===== config.mk =====
export PLATFORM = sky130hd
export DESIGN_NAME = arith_seq_unit
export DESIGN_NICKNAME = d
export VERILOG_FILES = /design/src/rtl/arith_seq_unit.sv
export SDC_FILE = /design/constraint.sdc
export NUM_CORES = 1
export LEC_CHECK = 0
export CORE_ASPECT_RATIO = 1.5
export CORE_UTILIZATION = 55
export CTS_CLUSTER_SIZE = 10
export DETAILED_ROUTE_END_ITERATION = 12
export MAX_ROUTING_LAYER = met4
export PLACE_DENSITY = 0.78
export SLEW_MARGIN = 30
export SYNTH_ARGS = -nofsm -noshare
export SYNTH_HDL_FRONTEND = slang
export SYNTH_SLANG_ARGS = --single-unit

===== constraint.sdc =====
create_clock -name Clock -period 5.3 [get_ports Clock]
set_input_delay 1.06 -clock Clock [delete_from_list [all_inputs] [get_ports Clock]]
set_output_delay 1.06 -clock Clock [all_outputs]
set_load 0.005 [all_outputs]

===== src/rtl/arith_seq_unit.sv =====
// Sequential arithmetic unit: single-cycle ADD/SUB/RSUB and a WIDTH-cycle
// unsigned shift-add multiplier, with registered result, status flags and handshake.
module arith_seq_unit #(
    parameter int WIDTH = 32
) (
    input  logic             Clock,
    input  logic             Reset,
    input  logic             Start,
    input  logic [1:0]       Op,
    input  logic [WIDTH-1:0] DataA,
    input  logic [WIDTH-1:0] DataB,
    output logic [WIDTH-1:0] ResultC,
    output logic [WIDTH-1:0] ResultHi,
    output logic             Overflow,
    output logic             CarryOut,
    output logic             Negative,
    output logic             Zero,
    output logic             Busy,
    output logic             Done
);

    localparam int            CW        = (WIDTH > 1) ? $clog2(WIDTH) : 1;
    localparam logic [CW-1:0] LAST_STEP = CW'(WIDTH - 1);
    localparam logic [1:0]    OP_SUB    = 2'b01;
    localparam logic [1:0]    OP_MUL    = 2'b10;
    localparam logic [1:0]    OP_RSUB   = 2'b11;

    typedef enum logic [1:0] {
        IDLE = 2'b00,
        CALC = 2'b01,
        MUL  = 2'b10,
        DONE = 2'b11
    } state_t;

    state_t           state;
    state_t           next_state;
    logic [1:0]       op_q;
    logic [WIDTH-1:0] a_q;
    logic [WIDTH-1:0] b_q;
    logic [WIDTH-1:0] acc_hi;
    logic [WIDTH-1:0] acc_lo;
    logic [CW-1:0]    step;

    logic [WIDTH-1:0] lhs;
    logic [WIDTH-1:0] rhs;
    logic [WIDTH-1:0] rhs_eff;
    logic             is_sub;
    logic [WIDTH:0]   sum;
    logic             alu_ovf;
    logic [WIDTH:0]   part;
    logic [WIDTH-1:0] nxt_hi;
    logic [WIDTH-1:0] nxt_lo;

    logic             load_res;
    logic [WIDTH-1:0] c_d;
    logic [WIDTH-1:0] hi_d;
    logic             ovf_d;
    logic             cy_d;
    logic             neg_d;
    logic             zero_d;
    logic             busy_d;
    logic             done_d;

    // RSUB reuses the subtract path with the operands swapped
    always_comb begin
        lhs    = a_q;
        rhs    = b_q;
        is_sub = 1'b0;
        case (op_q)
            OP_SUB:  is_sub = 1'b1;
            OP_RSUB: begin
                lhs    = b_q;
                rhs    = a_q;
                is_sub = 1'b1;
            end
            default: is_sub = 1'b0;
        endcase
        rhs_eff = is_sub ? ~rhs : rhs;
        sum     = {1'b0, lhs} + {1'b0, rhs_eff} + {{WIDTH{1'b0}}, is_sub};
        if (is_sub) begin
            alu_ovf = (lhs[WIDTH-1] != rhs[WIDTH-1]) && (sum[WIDTH-1] != lhs[WIDTH-1]);
        end else begin
            alu_ovf = (lhs[WIDTH-1] == rhs[WIDTH-1]) && (sum[WIDTH-1] != lhs[WIDTH-1]);
        end
    end

    // One shift-add step: the low half starts as the multiplier and is shifted out
    always_comb begin
        part   = {1'b0, acc_hi} + (acc_lo[0] ? {1'b0, a_q} : {(WIDTH + 1){1'b0}});
        nxt_hi = part[WIDTH:1];
        nxt_lo = {part[0], acc_lo[WIDTH-1:1]};
    end

    // State register
    always_ff @(posedge Clock) begin
        if (Reset) begin
            state <= IDLE;
        end else begin
            state <= next_state;
        end
    end

    // Next-state logic
    always_comb begin
        next_state = state;
        case (state)
            IDLE: begin
                if (Start) begin
                    next_state = (Op == OP_MUL) ? MUL : CALC;
                end else begin
                    next_state = IDLE;
                end
            end
            CALC: next_state = DONE;
            MUL: begin
                if (step == LAST_STEP) begin
                    next_state = DONE;
                end else begin
                    next_state = MUL;
                end
            end
            DONE:    next_state = IDLE;
            default: next_state = IDLE;
        endcase
    end

    // Output decode: values loaded into the result registers on entry to DONE
    always_comb begin
        load_res = (next_state == DONE);
        busy_d   = (next_state != IDLE);
        done_d   = (next_state == DONE);
        if (state == MUL) begin
            c_d    = nxt_lo;
            hi_d   = nxt_hi;
            ovf_d  = |nxt_hi;
            cy_d   = 1'b0;
            neg_d  = nxt_lo[WIDTH-1];
            zero_d = ~|{nxt_hi, nxt_lo};
        end else begin
            c_d    = sum[WIDTH-1:0];
            hi_d   = {WIDTH{1'b0}};
            ovf_d  = alu_ovf;
            cy_d   = sum[WIDTH];
            neg_d  = sum[WIDTH-1];
            zero_d = ~|sum[WIDTH-1:0];
        end
    end

    // Operand capture, multiplier accumulator and registered outputs
    always_ff @(posedge Clock) begin
        if (Reset) begin
            op_q     <= 2'b00;
            a_q      <= {WIDTH{1'b0}};
            b_q      <= {WIDTH{1'b0}};
            acc_hi   <= {WIDTH{1'b0}};
            acc_lo   <= {WIDTH{1'b0}};
            step     <= {CW{1'b0}};
            ResultC  <= {WIDTH{1'b0}};
            ResultHi <= {WIDTH{1'b0}};
            Overflow <= 1'b0;
            CarryOut <= 1'b0;
            Negative <= 1'b0;
            Zero     <= 1'b0;
            Busy     <= 1'b0;
            Done     <= 1'b0;
        end else begin
            if (state == IDLE && Start) begin
                op_q   <= Op;
                a_q    <= DataA;
                b_q    <= DataB;
                acc_hi <= {WIDTH{1'b0}};
                acc_lo <= DataB;
                step   <= {CW{1'b0}};
            end else if (state == MUL) begin
                acc_hi <= nxt_hi;
                acc_lo <= nxt_lo;
                step   <= step + {{(CW - 1){1'b0}}, 1'b1};
            end
            if (load_res) begin
                ResultC  <= c_d;
                ResultHi <= hi_d;
                Overflow <= ovf_d;
                CarryOut <= cy_d;
                Negative <= neg_d;
                Zero     <= zero_d;
            end
            Busy <= busy_d;
            Done <= done_d;
        end
    end

endmodule


==> results_dict.tcl <==
set metrics [dict create \
    status "finished clean" \
    hold_class "reg -> reg" \
    timing.fmax_mhz 213.3 \
    drt_iter0_markers 537 \
    synthMuxAreaShare 0.1070 \
    fin_crit_ps 4689 \
    peakVddDrop_mv 0.2901 \
    synth-seq-cells 206 \
    dr_total_vias 11562 \
    slowest_stage "or4b_2" \
    yosysSeqAreaShare 0.3321 \
    hold_violations 0 \
    cp.required_ps 5760 \
    drt-total-wl_um 35750 \
    drv_slew 0 \
    end_kind "flip-flop" \
    cts_root_buf "clkbuf_16" \
    cts_resized 0 \
    num_rows 67 \
    clk_pin_slew_ps 60 \
    cp-start-kind "flip-flop" \
    drive_above_1_share 0.08142 \
    nNetsFinal 1794 \
    drc 0 \
    io_buffers 138 \
    path_buf_inv 1 \
    die-area_um2 23200 \
    synth_compound_area_frac 0.2065 \
    synth_flop_cell "dfxtp_1" \
    synth_xor_xnor_area_share 0.03879 \
    multi_input_area_um2 7859 \
    antenna_found_initial 0 \
    final_cell_mix "nand2_1 (269), a21oi_1 (215), dfxtp_1 (205)" \
    cap_violations 0 \
    cp_max_fo 21 \
    synth-adder-area-share 0.07174 \
    gp_congestion 0.9637 \
    fin_worst_skew_ps 27.99 \
    cts-hold-fix-buffers 0 \
    p_leak_nw 5.725 \
    ioPinCount 139 \
    setup_violations 0 \
    initial_utilization 0.5590 \
    arrival_ps 5150 \
    syn_area_um2 12420 \
    via_per_inst 5.978 \
    yosysUniqueCellTypes 65 \
    power_density_nw_per_um2 272.8 \
    wl_per_cell_um 18.48 \
    grt_overflow 0 \
    fin_util 0.6556 \
    synth_edf_count 0 \
    maxSlewHeadroom 0.4197 \
    path_delay_family "simple AND/OR/NAND/NOR gates" \
    final_area_um2 14560 \
    core_um2 22220 \
    syn_inst 1578 \
    grt_max_degree 97 \
    syn_avg_cell_area_um2 7.870 \
    yosys_warnings 0 \
    grt_pass1_wl_um 57160 \
    final_common_cell "nand2_1" \
    cp_cell_sequence "nand2_1 -> buf_4 -> mux2_2 -> ha_1 -> a21o_1 -> nand3_1 -> nand2_1 -> or2_2 -> o21ai_1 -> o21ai_1 -> a21oi_1 -> o21bai_1 -> xor2_1 -> or4b_2 -> nor4_1 -> a211o_1" \
    rsz0062_at_grt "false" \
    setup_tns_ps 0 \
    first_pass_iters 5 \
    postPlaceCellArea_um2 13920 \
    die_h_um 186.0 \
    ant_nets 0 \
    clock_latency_ps 540 \
    critical_path_class "reg -> reg" \
    fillCellCount 1964 \
    synthSimpleGateAreaFrac 0.2066 \
    slowest_delay_ps 640 \
    worstMarginPinSlew_ps 870.5 \
    fin_crit_sh 0.8846 \
    die_w_um 124.7 \
    cts_tree "built" \
    dp_hpwl_um 26310 \
    cts_sinks 206 \
    regArea_um2 4125 \
    numCtsBuffers 24 \
    syn_nets 1717 \
    grt_util_all_layers 0.3141 \
    grt_pass1_vias 11240 \
    async_flop_share 0 \
    postCtsSetupBuffers 0 \
    antennaDiodeCount 0 \
    clockBufferDepth 3 \
    area_delta_synth_final_pct 17.28 \
    cts.htree.levels 1 \
    synth_top_family_by_area "simple AND/OR/NAND/NOR gates" \
]
synth_stat cells, types with 3 or more instances:
cell / count / area share
buf_1: 33 / 0.010
nor3_1: 23 / 0.0093
dfxtp_1: 206 / 0.33
xnor2_1: 31 / 0.022
and4_1: 3 / 0.0021
or2_2: 3 / 0.0015
clkbuf_1: 71 / 0.021
o31ai_1: 5 / 0.0030
inv_1: 14 / 0.0042
nand2b_1: 7 / 0.0035
ha_1: 68 / 0.069
and3_1: 9 / 0.0045
o211ai_1: 24 / 0.015
and2_1: 38 / 0.019
mux2i_1: 54 / 0.044
nor2_1: 142 / 0.043
nand2_1: 270 / 0.082
nor3b_1: 4 / 0.0024
a21o_1: 24 / 0.015
nand3_1: 35 / 0.014
nand4b_1: 3 / 0.0021
nor4_1: 13 / 0.0065
o21bai_1: 8 / 0.0048
a22o_1: 3 / 0.0021
a21oi_1: 215 / 0.087
nand4_1: 14 / 0.0071
xor2_1: 24 / 0.017
nor2b_1: 5 / 0.0025
or4_1: 3 / 0.0018
a211oi_1: 31 / 0.019
o21ba_2: 3 / 0.0024
o21ai_0: 53 / 0.021
o21a_1: 8 / 0.0048
mux2_2: 70 / 0.063
a31oi_1: 8 / 0.0040
a21boi_0: 7 / 0.0042
a311oi_1: 8 / 0.0056
area by class of cell:
| class | instances | area share |
|---|---|---|
| inverter | 15 | 0.003866 |
| timing repair buffer | 157 | 0.1056 |
| clock buffer | 29 | 0.04399 |
| tap | 276 | 0.02371 |
| sequential | 206 | 0.2832 |
| multi-input combinational | 1251 | 0.5396 |
state kept, by name, indices dropped and copies added, names as in the netlist, 5 cells and up:
register and cells:
ResultC 32, ResultHi 32, acc_hi 32, b_q 32, step 5, acc_lo 32
a_q 32
metal layers:
| metal | track usage | routed length [um] | part of all wire |
|---|---|---|---|
| met1 | 0.3628 | 14860 | 0.42 |
| met2 | 0.5428 | 17720 | 0.50 |
| met3 | 0.03277 | 1595 | 0.045 |
| met4 | 0.1557 | 1579 | 0.044 |
| met5 | - | 0 | 0 |
cells by family after synthesis:
group,Yosys count
xor gates and xnor gates,55
and+or+nand+nor,579
DFF,206
buffers and inverters,121
AOI/OAI and AO/OA,423
adders and majority gates,70
muxes,124
where the power goes:
group          total, mW  leakage [nW]  switching (mW)  internal (mW)
sequential          1.70          1.68          0.0755           1.63
clock               1.45         0.313           0.618          0.833
combinational      0.820          3.73           0.482          0.339
total               3.97          5.73            1.18           2.80
worst paths after layout:
kind / start / to / slack [ps] / cells past startpoint
worst max-delay path: op_q[1] / Zero / 610 / 16
worst min register to register: ResultHi[25] / ResultHi[25] / 450 / 2
worst min-delay path: ResultHi[25] / ResultHi[25] / 450 / 2
worst max register to register: op_q[1] / Zero / 610 / 16
metrics by stage:
step	hold slack [ps]	cells	worst slack, ps	total power [mW]
after floorplan	448.2	1578	983.3	2.271
after global routing	470.8	1934	290.7	4.138
after detailed placement	444.3	1905	673.9	2.541
final	447.1	1934	611.4	3.974
after CTS	451.9	1934	599.8	3.987
after global placement	438.2	1905	728.6	2.528
worst min-delay path: stages (launching register included):
cell     delay [ps]
dfxtp_1         300
nand2_1          50
a21oi_1          50
(Power assumes the default switching activity.)
